$ cat config.mk
export PLATFORM = sky130hd
export DESIGN_NAME = line_raster_engine
export DESIGN_NICKNAME = d
export VERILOG_FILES = /design/src/rtl/line_raster_pkg.sv /design/src/rtl/bresenham_step.sv /design/src/rtl/line_raster_engine.sv
export SDC_FILE = /design/constraint.sdc
export NUM_CORES = 1
export LEC_CHECK = 0
export BUFFER_PORTS_ARGS = -buffer_cell sky130_fd_sc_hd__buf_2
export CORE_MARGIN = 2
export CORE_UTILIZATION = 50
export CTS_BUF_LIST = sky130_fd_sc_hd__clkbuf_4
export DETAILED_ROUTE_END_ITERATION = 7
export PLACE_DENSITY = 0.78
export SYNTH_ARGS = -nofsm -noshare
export SYNTH_HDL_FRONTEND = slang
export SYNTH_SLANG_ARGS = --single-unit
$ cat constraint.sdc
create_clock -name clk -period 5.57 [get_ports clk]
set_input_delay 0.8355 -clock clk [delete_from_list [all_inputs] [get_ports clk]]
set_output_delay 0.8355 -clock clk [all_outputs]
set_load 0.01 [all_outputs]
$ cat src/rtl/line_raster_pkg.sv
// Shared types and helpers for the line/rectangle rasteriser.
package line_raster_pkg;

  typedef enum logic {MODE_LINE, MODE_RECT} raster_mode_t;

  typedef enum logic [2:0] {IDLE, SETUP, LINE_DRAW, RECT_FILL, FINISH} raster_state_t;

  function automatic int unsigned abs_diff(input int unsigned a, input int unsigned b);
    return (a > b) ? a - b : b - a;
  endfunction

endpackage

$ cat src/rtl/bresenham_step.sv
// One combinational Bresenham step: next point and next error term.
module bresenham_step #(
  parameter int unsigned COORD_W = 11
) (
  input  logic        [COORD_W-1:0] x,
  input  logic        [COORD_W-1:0] y,
  input  logic signed [COORD_W+1:0] err,
  input  logic signed [COORD_W+1:0] dx,
  input  logic signed [COORD_W+1:0] dy,
  input  logic signed [1:0]         sx,
  input  logic signed [1:0]         sy,
  output logic        [COORD_W-1:0] x_next,
  output logic        [COORD_W-1:0] y_next,
  output logic signed [COORD_W+1:0] err_next
);

  // One extra bit so 2*err cannot overflow.
  logic signed [COORD_W+2:0] e2;
  logic signed [COORD_W+2:0] dx_w;
  logic signed [COORD_W+2:0] dy_w;

  always_comb begin
    e2       = {err, 1'b0};
    dx_w     = {dx[COORD_W+1], dx};
    dy_w     = {dy[COORD_W+1], dy};
    x_next   = x;
    y_next   = y;
    err_next = err;
    if (e2 >= dy_w) begin
      err_next = err_next + dy;
      x_next   = x + {{(COORD_W-2){sx[1]}}, sx};
    end
    if (e2 <= dx_w) begin
      err_next = err_next + dx;
      y_next   = y + {{(COORD_W-2){sy[1]}}, sy};
    end
  end

endmodule

$ cat src/rtl/line_raster_engine.sv
// Rasterises one Bresenham line or filled rectangle per command onto a
// valid/ready pixel stream, silently skipping off-screen points.
module line_raster_engine
  import line_raster_pkg::*;
#(
  parameter int unsigned COORD_W = 11,
  parameter int unsigned COLOR_W = 1,
  parameter int unsigned X_MAX   = 639,
  parameter int unsigned Y_MAX   = 479
) (
  input  logic               clk,
  input  logic               reset,
  input  logic               start,
  input  logic               mode,
  input  logic [COORD_W-1:0] x0,
  input  logic [COORD_W-1:0] y0,
  input  logic [COORD_W-1:0] x1,
  input  logic [COORD_W-1:0] y1,
  input  logic [COLOR_W-1:0] color_in,
  input  logic               pix_ready,
  output logic               busy,
  output logic               done,
  output logic               pix_valid,
  output logic               pix_write,
  output logic [COORD_W-1:0] x,
  output logic [COORD_W-1:0] y,
  output logic [COLOR_W-1:0] pix_color
);

  localparam int unsigned EW = COORD_W + 2;

  raster_state_t state;
  raster_mode_t  mode_q;

  logic [COORD_W-1:0] x0_q, y0_q, x1_q, y1_q;
  logic [COORD_W-1:0] x_min, x_lim, y_lim;
  logic [COORD_W-1:0] x_lo, x_hi, y_lo, y_hi;
  logic signed [EW-1:0] err, dx, dy, adx, ady;
  logic signed [1:0]    sx, sy;

  logic [COORD_W-1:0]   x_next, y_next;
  logic signed [EW-1:0] err_next;

  logic drawing, visible, advance, last_point;

  assign adx  = EW'(abs_diff(32'(x1_q), 32'(x0_q)));
  assign ady  = EW'(abs_diff(32'(y1_q), 32'(y0_q)));
  assign x_lo = (x0_q < x1_q) ? x0_q : x1_q;
  assign x_hi = (x0_q < x1_q) ? x1_q : x0_q;
  assign y_lo = (y0_q < y1_q) ? y0_q : y1_q;
  assign y_hi = (y0_q < y1_q) ? y1_q : y0_q;

  bresenham_step #(.COORD_W(COORD_W)) u_step (
    .x        (x),
    .y        (y),
    .err      (err),
    .dx       (dx),
    .dy       (dy),
    .sx       (sx),
    .sy       (sy),
    .x_next   (x_next),
    .y_next   (y_next),
    .err_next (err_next)
  );

  // Clipped points advance on their own; visible ones wait for the handshake.
  assign drawing    = (state == LINE_DRAW) || (state == RECT_FILL);
  assign visible    = (32'(x) <= X_MAX) && (32'(y) <= Y_MAX);
  assign pix_valid  = drawing && visible;
  assign pix_write  = pix_valid && pix_ready;
  assign advance    = pix_write || !visible;
  assign last_point = (mode_q == MODE_LINE) ? ((x == x1_q) && (y == y1_q))
                                            : ((x == x_lim) && (y == y_lim));

  always_ff @(posedge clk) begin
    if (reset) begin
      state     <= IDLE;
      mode_q    <= MODE_LINE;
      busy      <= 1'b0;
      done      <= 1'b0;
      x         <= '0;
      y         <= '0;
      pix_color <= '0;
      x0_q      <= '0;
      y0_q      <= '0;
      x1_q      <= '0;
      y1_q      <= '0;
      x_min     <= '0;
      x_lim     <= '0;
      y_lim     <= '0;
      err       <= '0;
      dx        <= '0;
      dy        <= '0;
      sx        <= '0;
      sy        <= '0;
    end else begin
      done <= 1'b0;
      case (state)
        IDLE: begin
          if (start) begin
            x0_q      <= x0;
            y0_q      <= y0;
            x1_q      <= x1;
            y1_q      <= y1;
            mode_q    <= raster_mode_t'(mode);
            pix_color <= color_in;
            busy      <= 1'b1;
            state     <= SETUP;
          end
        end
        SETUP: begin
          if (mode_q == MODE_LINE) begin
            dx    <= adx;
            dy    <= -ady;
            err   <= adx - ady;
            sx    <= (x1_q >= x0_q) ? 2'sb01 : 2'sb11;
            sy    <= (y1_q >= y0_q) ? 2'sb01 : 2'sb11;
            x     <= x0_q;
            y     <= y0_q;
            state <= LINE_DRAW;
          end else begin
            x     <= x_lo;
            y     <= y_lo;
            x_min <= x_lo;
            x_lim <= x_hi;
            y_lim <= y_hi;
            state <= RECT_FILL;
          end
        end
        LINE_DRAW, RECT_FILL: begin
          if (advance) begin
            if (last_point) begin
              busy  <= 1'b0;
              done  <= 1'b1;
              state <= FINISH;
            end else if (state == LINE_DRAW) begin
              x   <= x_next;
              y   <= y_next;
              err <= err_next;
            end else if (x == x_lim) begin
              x <= x_min;
              y <= y + 1'b1;
            end else begin
              x <= x + 1'b1;
            end
          end
        end
        FINISH:  state <= IDLE;
        default: state <= IDLE;
      endcase
    end
  end

endmodule

# ---- Word level (Yosys, flattened, before mapping)
# Index checks and enable logic that the tools add are counted.
dict set report classes {
  div_mod_pow 0
  shift 0
  multipliers 0
  bitwise 3
  n_addsub 12
  n_eq_ne 16
  mux 40
  magnitude_cmp 10
  n_reduce_logical 21
}
# cell n
set ops {}
lappend ops {{$mux 11} 16}
lappend ops {{$mux 13} 8}
lappend ops {{$sub 11x11->12} 4}
lappend ops {{$eq 11x11->1} 4}
lappend ops {{$pmux 11 s2} 2}
lappend ops {{$add 13x13->13} 2}
lappend ops {{$pmux 13 s2} 1}
lappend ops {{$add 11x1->11 const B} 2}
lappend ops {{$add 11x11->11} 2}
lappend ops {{$ge 11x11->1} 2}
lappend ops {{$gt 11x11->1} 2}
lappend ops {{$lt 11x11->1} 2}
lappend ops {{$ge 14x13->1} 1}
lappend ops {{$le 14x13->1} 1}
lappend ops {{$neg 13->13} 1}
lappend ops {{$sub 13x13->13} 1}
lappend ops {{$ne 2x2->1 const B} 6}
lappend ops {{$le 11x10->1 const B} 1}
lappend ops {{$le 11x9->1 const B} 1}
lappend ops {{$reduce_and 5->1} 2}
lappend ops {{$mux 3} 3}
lappend ops {{$pmux 3 s3} 1}
lappend ops {{$reduce_and 4->1} 2}
lappend ops {{$eq 3x2->1 const B} 2}
lappend ops {{16 further kinds} 33}
dict set report totals {
  ramBits 0
  rom_bits 0
  out_inout_bits 27
  input_bits 50
  memories 0
  latch_bits 0
  ff_bits 149
  word_cells 121
}

# ---- Longest topological paths before layout
# Gate-level depths: netlist of run 1.
dict set report depth {
  word_depth 8
  ltp_mapped 22
}

# ---- Modules after synthesis
# From an unflattened synthesis of run 1, not the netlist that was laid out.
dict set report unflattened {
  cells_unflattened 1791
  area_unflattened_um2 13315.3
}
# module instances cells_per_inst area_per_inst_um2
set modules_own_cells {}
lappend modules_own_cells {line_raster_engine 1 1363 10108.4}
lappend modules_own_cells {bresenham_step 1 428 3206.8}

# ---- Worst setup path after synthesis of run 1
# No wires, ideal clock.
dict set report synth_path {
  kind {register to register}
  start {reg dy[10]}
  end {reg err[9]}
  slack_ns 1.180
  arrival_time_ns 4.272
  setup_time_ns 0.117
  path_stages_with_launch 19
  cell_sequence {dfxtp_1 inv_1 ha_1 nand3_1 or3_1 a21oi_1 o221ai_1 a21oi_1 mux2_2 inv_1 ha_1 a21o_1 a21oi_1 o21ai_0 and3_1 or4_1 and3b_1 a211o_1 a32o_1}
}
dict set report synth_via {
  elab_chain_cells 8
}
# item line
set synth_rtl {}
lappend synth_rtl {{start: declaration} line_raster_engine.sv:38} ;# logic signed [EW-1:0] err, dx, dy, adx, ady;
lappend synth_rtl {{start signal: assignment} line_raster_engine.sv:114} ;# dy <= -ady;
lappend synth_rtl {{$ge 14x13->1 (*)} bresenham_step.sv:29} ;# if (e2 >= dy_w) begin
lappend synth_rtl {{$mux 13 (*)} bresenham_step.sv:29}
lappend synth_rtl {{$add 13x13->13} bresenham_step.sv:34} ;# err_next = err_next + dx;
lappend synth_rtl {{$mux 13 (*)} bresenham_step.sv:33} ;# if (e2 <= dx_w) begin
lappend synth_rtl {{$mux 13 (*)} line_raster_engine.sv:136} ;# end else if (state == LINE_DRAW) begin
lappend synth_rtl {{$mux 13 (*)} line_raster_engine.sv:132} ;# if (last_point) begin
lappend synth_rtl {{$mux 13 (*)} line_raster_engine.sv:131} ;# if (advance) begin
lappend synth_rtl {{$pmux 13 s2 (*)} line_raster_engine.sv:98} ;# case (state)
lappend synth_rtl {{end signal: assignment} line_raster_engine.sv:115} ;# err <= adx - ady;
lappend synth_rtl {{end signal: assignment} line_raster_engine.sv:139} ;# err <= err_next;
lappend synth_rtl {{end: declaration} line_raster_engine.sv:38}
# Mark *: on every way between the ends. The rest lies on a longest branch, timed or not. The select of a mux whose other input is x is not followed.
# A chain may end at the register's enable or synchronous reset.

# ---- Worst setup path after layout of run 1
dict set report layout_path {
  start {reg x1_q[0]}
  end {reg err[11]}
}
dict set report layout_via {
  elab_chain_cells 5
  elab_cells_between_ends 12
  classes_between {add/sub (3); order compare (1); eq/ne (2); mux (4); reduce/logical (2)}
}
# item line
set layout_rtl {}
lappend layout_rtl {{start: declaration} line_raster_engine.sv:35} ;# logic [COORD_W-1:0] x0_q, y0_q, x1_q, y1_q;
lappend layout_rtl {{start signal: assignment} line_raster_engine.sv:86} ;# x1_q <= '0;
lappend layout_rtl {{start signal: assignment} line_raster_engine.sv:103} ;# x1_q <= x1;
lappend layout_rtl {{$sub 11x11->12 / $gt 11x11->1 (equally long branches)} line_raster_pkg.sv:9} ;# return (a > b) ? a - b : b - a;
lappend layout_rtl {{$mux 13 (*)} line_raster_pkg.sv:9}
lappend layout_rtl {{net adx[9]} line_raster_engine.sv:38}
lappend layout_rtl {{$sub 13x13->13 (*)} line_raster_engine.sv:115}
lappend layout_rtl {{$mux 13 (*)} line_raster_engine.sv:112} ;# if (mode_q == MODE_LINE) begin
lappend layout_rtl {{$pmux 13 s2 (*)} line_raster_engine.sv:98}
# The timed path passes the listed nets; every way through them passes the cells marked *. The select of a mux whose other input is x is not followed.

==> metrics.md, run 1 <==
| Metric | Value |
|---|---|
| Crit path from | `x1_q[0]` |
| Peak VDD IR | `158 uV` |
| HPWL after DPL | `between 20 and 30 mm` |
| Leakage power | `between 6 and 7 nW` |
| Core area | `25100 um^2` |
| DIE AREA | `26800 um^2` |
| Antenna violations before repair | `1` |
| Final WL | `38.7 mm` |
| Fin area | `about 14000 um^2` |
| Commonest cells after routing, fill and taps aside | `nand2_1, nor2_1, dfxtp_1` |
| Mean Syn Cell Area | `7.58 um^2` |
| Launching point of the worst reg2reg path | `x1_q[0]` |
| Worst endpoint required time | `6.13 ns` |
| Hold WC Path Type | `input pin to flip-flop` |
| Starting density of the core | `50.8%` |
| Slew Limit Fails | `0` |
| Worst setup margin | `0.501 ns` |
| Outcome | `finished clean` |
| Mapped Area | `roughly 13000 um^2` |
| Clock sinks | `147` |
| Final nets | `roughly 1900` |
| Num CTS Buffers | `17` |
| Vias | `12500` |
| Die width | `164 um` |
| Global-route wire length before repair | `between 60 and 70 mm` |
| Postcts setup bufs | `0` |
| Max Cap Viol | `0` |
| Slowest CP cell | `dfxtp_1` |
| Worst path max stage delay | `0.48 ns` |
| Final hold slack | `roughly 0.42 ns` |
| CP Max Fanout | `14` |
| Min cycle time layout | `5.07 ns` |
| Yosys cell types | `76` |
| Final non-filler cell total | `2050` |
| GR Overflow Total | `0` |
| Final worst-path cycle share | `91.0%` |
| Critical path type | `flip-flop to flip-flop` |
| Worst Tran Pin Value | `1.19 ns` |
| RSZ-0062 raised after global routing | `false` |
| TritonCTS clock tree | `built` |
| Area Overhead vs Synth | `7.16%` |
| Wire length per cell | `between 15 and 20 um` |
| Clk root buf | `clkbuf_4` |
| Routability cong. | `0.986` |
| Achievable Freq | `between 0.15 and 0.2 GHz` |
| Syn Nets | `1872` |
| I/O Buffers | `between 70 and 80` |
| Setup WS pre-CTS | `roughly 0.69 ns` |
| Worst slew margin relative to its limit | `20.7%` |
| Final hold viol count | `0` |
| H-tree levels | `4` |
| Yosys warning total | `0` |
| Share of cells above drive strength 1 | `under 10%` |
| Antenna viol nets, final | `0` |
| Detailed Route Iter0 Violations | `1185` |
| Cell area power density | `387 nW/um^2` |
| Post-synth EDFFs | `0` |
| Setup Viol. Count Final | `0` |
| Max Root-Sink Buffers | `2` |
| Post-synthesis sequential area ratio | `23.1%` |
| Drt drc | `0` |
| Placed cell area | `13400 um^2` |
| CP endpoint kind | `flip-flop` |
| Synthesized flop and latch total | `~150` |
| Critical-path cell list | `inv_1 > ha_1 > fa_1 > nor2b_1 > o21ai_0 > a21oi_1 > o211ai_1 > a21oi_2 > buf_4 > mux2_2 > a221oi_2 > o21a_1 > xnor2_1 > ha_1 > or3_1 > o21ai_0 > a31oi_1 > xor2_1 > o221ai_1 > a31oi_1` |
| Die H | `164 um` |
| R2R Setup Slk | `0.50 ns` |
| CTS clock-pin slew for the worst setup and hold paths | `0.17 ns` |
| Max Clock Skew | `0.0276 ns` |
| Hold path start | `x1[2]` |
| Vias in the first global route | `about 12000` |
| Post-synth ARST share | `0%` |
| Tot GR Track Use | `29.1%` |
| Post-CTS Hold Fix Bufs | `0` |
| Top_reg_cell synth | `dfxtp_1` |
| Gate Count Post-Synth | `1684` |
| Cells after DPL | `2017` |
| Crit path arrival time | `5.63 ns` |
| Clk_lat worst skew | `about 0.62 ns` |
| Vias/cell | `6.12` |
| Most common cell after layout, fill and taps aside | `nand2_1` |
| Setup TNS Final | `0 ns` |
| Largest net degree at the start of global routing | `69` |
| Element type at the critical path start | `flip-flop` |
| Rows | `58` |
| Boundary Pins | `77` |
| # resized after CTS | `0` |
| Detailed Routing Iterations Pass 1 | `5` |
-- kinds of logic after synthesis --
group | Yosys count | synth area share (%)
simple gates | 563 | 20.4
fa+ha+maj | 138 | 14.1
buf+inv | 216 | 6.58
flops | 147 | 23.1
xor+xnor | 104 | 7.14
compound gates | 442 | 22.9
mux | 74 | 5.93
-- power breakdown --
| part | total, mW | switching, mW | internal, mW |
|---|---|---|---|
| Sequential | 1.31 | 0.160 | 1.15 |
| Combinational | 3.24 | 1.97 | 1.28 |
| Clock | 0.737 | 0.520 | 0.216 |
| Total | 5.29 | 2.65 | 2.64 |
-- worst paths after layout --
kind	end	cells past startpoint
min	x1_q[2]	3
max reg2reg	err[11]	20
min reg2reg	pix_color	2
max	err[11]	20
-- flip-flops by register name, summed over array words and instances, names as in the netlist, 3 cells and up --
register  cells
err          13
y0_q         11
x_min        11
dx           12
dy           13
x0_q         11
y1_q         11
x1_q         11
x            11
y            11
y_lim        11
state         3
x_lim        11
-- synth_stat cells, drive strengths merged (20+ instances only) --
library cell / count / area share, %
a211oi: 55 / 3.3
a21o: 20 / 1.2
a21oi: 135 / 5.3
clkbuf: 80 / 2.4
dfxtp: 147 / 23
ha: 129 / 13
inv: 121 / 3.6
mux2i: 61 / 4.8
nand2: 205 / 6.0
nand3: 27 / 1.1
nor2: 156 / 4.6
nor3: 45 / 1.8
o211ai: 33 / 1.9
o21ai: 76 / 3.0
xnor2: 52 / 3.6
xor2: 52 / 3.6
-- metal layers --
layer | track usage [%] | share of wire [%] | up-vias
li1 | - | - | 6022
met1 | 40.0 | 44 | 5847
met2 | 44.9 | 44 | 574
met3 | 6.41 | 9.4 | 97
met4 | 10.0 | 3.2 | 0
met5 | 0 | 0 | -
-- layout make-up --
class / instances / area (um^2)
diodes: 1 / 2.50
clock buffers: 17 / 128
clock inverters: 15 / 179
fillers: 2389 / 11400
inverters: 121 / 454
multi-input cells: 1321 / 9010
flip-flops and latches: 147 / 2940
well taps: 330 / 413
repair buffers: 98 / 548
-- through the flow --
stage	utilization (%)	power, mW
CTS	54.5	5.21
detailed placement	53.2	4.47
finish	54.5	5.29
floorplan	-	3.69
global route	54.5	5.66
global placement	53.2	4.42
-- critical path, delay by kind of cell, from the launching register on --
family	cells	cell delay [ns]
XOR/XNOR	2	0.29
AND/OR/NAND/NOR	2	0.48
AO/OA/AOI/OAI	10	2.06
flip-flops	1	0.48
buffers and inverters	2	0.40
adder cells (fa/ha/maj)	3	0.94
multiplexers	1	0.37
Note: power is estimated with default switching activity, not from simulation.
==> inputs of run 2 (changes only) <==
--- a/config.mk
+++ b/config.mk
@@ -6,11 +6,12 @@
 export NUM_CORES = 1
 export LEC_CHECK = 0
 export BUFFER_PORTS_ARGS = -buffer_cell sky130_fd_sc_hd__buf_2
-export CORE_MARGIN = 2
+export CORE_MARGIN = 3
 export CORE_UTILIZATION = 50
 export CTS_BUF_LIST = sky130_fd_sc_hd__clkbuf_4
 export DETAILED_ROUTE_END_ITERATION = 7
-export PLACE_DENSITY = 0.78
+export PLACE_DENSITY = 0.77
 export SYNTH_ARGS = -nofsm -noshare
 export SYNTH_HDL_FRONTEND = slang
+export SYNTH_HIERARCHICAL = 1
 export SYNTH_SLANG_ARGS = --single-unit
==> constraint.sdc (replaced) <==
create_clock -name clk -period 5.57 [get_ports clk]
set_input_delay 0.2785 -clock clk [delete_from_list [all_inputs] [get_ports clk]]
set_output_delay 0.2785 -clock clk [all_outputs]
set_load 0.01 [all_outputs]
==> metrics.md, run 2 <==
| Metric | Value |
|---|---|
| Outcome | `finished clean` |
| Boundary Pins | `77 (unchanged)` |
| Most common cell after layout, fill and taps aside | `a21oi_1` |
| Vias in the first global route | `11900 (+1.6%)` |
| Most used cell, CP | `ha_1` |
| Crit path from | `x0_q[7]` |
| Gate Count Post-Synth | `1791 (+6.4%)` |
| Setup Viol. Count Final | `0 (unchanged)` |
| Leakage power | `6.10 nW (+1.1%)` |
| Cell taking the most area after synthesis | `dfxtp_1` |
| Final worst-path cycle share | `89.5% (-1.5 points)` |
| Top post-synthesis cells by area | `dfxtp_1, ha_1, a21oi_1` |
| Vias | `13200 (+5.6%)` |
| Post-synth EDFFs | `0 (unchanged)` |
| Sw power | `2.98 mW (+12%)` |
| Achievable Freq | `0.201 GHz (+1.6%)` |
| Post-synthesis sequential area ratio | `22.1% (-0.95 points)` |
| Crit-path leading delay family | `compound AO/OA/AOI/OAI gates` |
| RSZ-0062 raised after global routing | `false` |
| Tot Pwr | `5.93 mW (+12%)` |
| Syn Nets | `1975 (+5.5%)` |
| Worst slew margin relative to its limit | `22.4% (+1.7 points)` |
| CP Max Fanout | `9 (-5)` |
| GR Overflow Total | `0 (unchanged)` |
| Peak VDD IR | `265 uV (+68%)` |
| H-tree levels | `4 (unchanged)` |
| Hold path cells | `3 (unchanged)` |
| Final WL | `41.5 mm (+7.3%)` |
| I/O Buffers | `76 (unchanged)` |
| Max Clock Skew | `0.0316 ns (+0.00394 ns)` |
| Slowest CP cell | `or3_4` |
| R2R Setup Slk | `0.58 ns (+0.08 ns)` |
| Antenna viol nets, final | `0 (unchanged)` |
| Wire length per cell | `19.0 um (+0.59%)` |
| Starting density of the core | `51.0% (+0.12 points)` |
| Vias/cell | `6.06 (-0.99%)` |
| Top Registers | `dy: 13 flops, err: 13 flops, dx: 12 flops` |
| Cell area power density | `408 nW/um^2 (+5.6%)` |
| Critical path type | `flip-flop to flip-flop` |
| Max Cap Viol | `0 (unchanged)` |
| HPWL after DPL | `31.0 mm (+6.0%)` |
| Share of cells above drive strength 1 | `9.83% (+0.18 points)` |
| Count leader, synth | `a21oi_1` |
| Worst setup margin | `0.583 ns (+0.0813 ns)` |
| DIE AREA | `28600 um^2 (+6.7%)` |
| Largest net degree at the start of global routing | `91 (+32%)` |
| Final hold viol count | `0 (unchanged)` |
| Worst Tran Pin Value | `1.16 ns (-0.0226 ns)` |
| Commonest cells after routing, fill and taps aside | `a21oi_1, nand2_1, nor2_1` |
| Clk_lat worst skew | `0.60 ns (-0.02 ns)` |
| Most frequent cells after synthesis | `a21oi_1, nand2_1, nor2_1` |
| Global-route wire length before repair | `65.3 mm (+5.6%)` |
| Worst endpoint required time | `6.07 ns (-0.06 ns)` |
| Clock sinks | `147 (unchanged)` |
| Mapped Area | `13300 um^2 (+4.3%)` |
| Internal power | `2.96 mW (+12%)` |
| Hold endpoint | `x0_q[9]` |
| Crit path arrival time | `5.48 ns (-0.15 ns)` |
| Antenna violations before repair | `1 (unchanged)` |
| Detailed Routing Iterations Pass 1 | `5 (unchanged)` |
| Buf/Inv on CP | `1 (-1)` |
| Hold path start | `x0[9]` |
| Drt drc | `0 (unchanged)` |
| Final nets | `2022 (+6.8%)` |
| Hold WC Path Type | `input pin to flip-flop` |
| Min cycle time layout | `4.99 ns (-0.0813 ns)` |
| Yosys warning total | `6 (+6)` |
| Slew Limit Fails | `0 (unchanged)` |
| Clock Power Share | `12.1% (-1.8 points)` |
| Worst path max stage delay | `0.47 ns (about the same)` |
| Num CTS Buffers | `17 (unchanged)` |
| CTS clock-pin slew for the worst setup and hold paths | `0.15 ns (-0.02 ns)` |
| Reg2reg end | `err[12]` |
| Mean Syn Cell Area | `7.43 um^2 (-1.9%)` |
| Net Sw Frac | `50.2% (+0.15 points)` |
| Launching point of the worst reg2reg path | `x0_q[7]` |
| Post-synth top area share | `22.1% (-0.95 points)` |
| Critical-path cell list | `inv_1 > ha_1 > nand4_2 > or3_4 > o211ai_1 > nand2_1 > a211oi_1 > o31ai_1 > a22o_1 > a221o_1 > a21boi_0 > xnor2_1 > ha_1 > nor4_1 > nand2b_1 > o21ai_0 > a21oi_1 > a211o_1 > a311oi_1` |
| TritonCTS clock tree | `built` |
| Detailed Route Iter0 Violations | `1439 (+21%)` |
| Die width | `169 um (+3.3%)` |
| Routability cong. | `0.993 (+0.72%)` |
| Logic gate share of total power | `65.5% (+4.2 points)` |
| Placed cell area | `13800 um^2 (+3.1%)` |
| Die H | `169 um (+3.3%)` |
| CP endpoint kind | `flip-flop` |
| # resized after CTS | `0 (unchanged)` |
| Synthesized flop and latch total | `147 (unchanged)` |
| Setup TNS Final | `0 ns (unchanged)` |
| Top_reg_cell synth | `dfxtp_1` |
| Core area | `26100 um^2 (+4.1%)` |
| Rows | `59 (+1.7%)` |
| R2R depth | `19 (-5.0%)` |
| Yosys cell types | `89 (+17%)` |
| Clk root buf | `clkbuf_4` |
| Tot GR Track Use | `28.2% (-0.88 points)` |
| Setup WS pre-CTS | `0.738 ns (+0.0511 ns)` |
| Reg power frac | `22.3% (-2.5 points)` |
| Element type at the critical path start | `flip-flop` |
| Area Overhead vs Synth | `9.11%` |
| Post-synth ARST share | `0% (unchanged)` |
| Fin area | `14500 um^2 (+6.2%)` |
| Max Root-Sink Buffers | `2 (unchanged)` |
==> run 2: changes by cell type in the layout (fill, tap and decap cells not counted), moves of 10 or more <==
cell,delta
a211oi_1,+21
a21o_1,+11
a21oi_1,+74
dlygate4sd3_1,+45
inv_1,-10
mux2i_1,-18
nand3_1,+22
nor2_1,+42
nor3_1,-12
o211ai_1,-20
xnor2_1,+14
==> run 2: final cells by class <==
type / count / area (um^2)
fillers: 2478 / 11600
well taps: 335 / 419
repair buffers: 136 / 946
clock buffers: 17 / 128
inverters: 111 / 417
clock inverters: 15 / 164
flip-flops and latches: 147 / 2940
diodes: 1 / 2.50
multi-input cells: 1425 / 9510
==> run 2: how the worst max path moves through the flow <==
stage | end | slack [ns] | cells past startpoint
final | err[12] | 0.58 | 19
after global routing | err[12] | 0.24 | 19
after CTS | err[12] | 0.67 | 19
after detailed placement | err[12] | 0.74 | 19
after global placement | err[12] | 0.85 | 19
after floorplan | err[12] | 1.30 | 21
==> run 2: worst reg2reg max path, delay by kind of cell, from the launching register on <==
kind            cells  cell delay [ns]
simple gates        5             1.33
xor+xnor            1             0.15
flops               1             0.41
fa+ha+maj           2             0.70
compound gates     10             2.20
buf+inv             1             0.10
==> run 2: cells by family after synthesis <==
kind of cell	count (synthesis)	share of synthesized area, %
xor gates and xnor gates	127	8.35
buffers and inverters	219	6.65
AOI/OAI and AO/OA	504	24.2
adders and majority gates	136	13.2
muxes	68	5.40
and+or+nand+nor	590	20.1
DFF	147	22.1
==> run 2: per-stage QoR <==
step	std cells	util [%]	hold slack, ns
5_1_grt	2187	55.6	0.0119
3_5_place_dp	2109	52.7	0.457
2_1_floorplan	1791	-	0.414
4_1_cts	2186	55.6	0.0196
6_report	2187	55.6	0.0580
3_3_place_gp	2109	52.7	0.445
==> run 2: metal layers <==
metal	share of wire, %	GRT usage [%]	up-vias
li1	-	-	6435
met1	47	42.8	6179
met2	42	41.9	567
met3	8.8	3.87	64
met4	2.4	7.47	0
met5	0	0	-
==> run 2: power by group through the flow <==
| stage | Sequential [mW] | Clock [mW] | Combinational (mW) |
|---|---|---|---|
| after floorplan | 1.27 | 0 | 3.01 |
| after global placement | 1.34 | 0 | 3.69 |
| after detailed placement | 1.34 | 0 | 3.75 |
| after CTS | 1.32 | 0.723 | 3.80 |
| after global routing | 1.34 | 0.768 | 4.24 |
| final | 1.32 | 0.720 | 3.89 |
==> run 2: repair_timing <==
item,in CTS,in global routing
hold buffers,45,0
buffers inserted,0,0
hold endpoints to repair,45,0
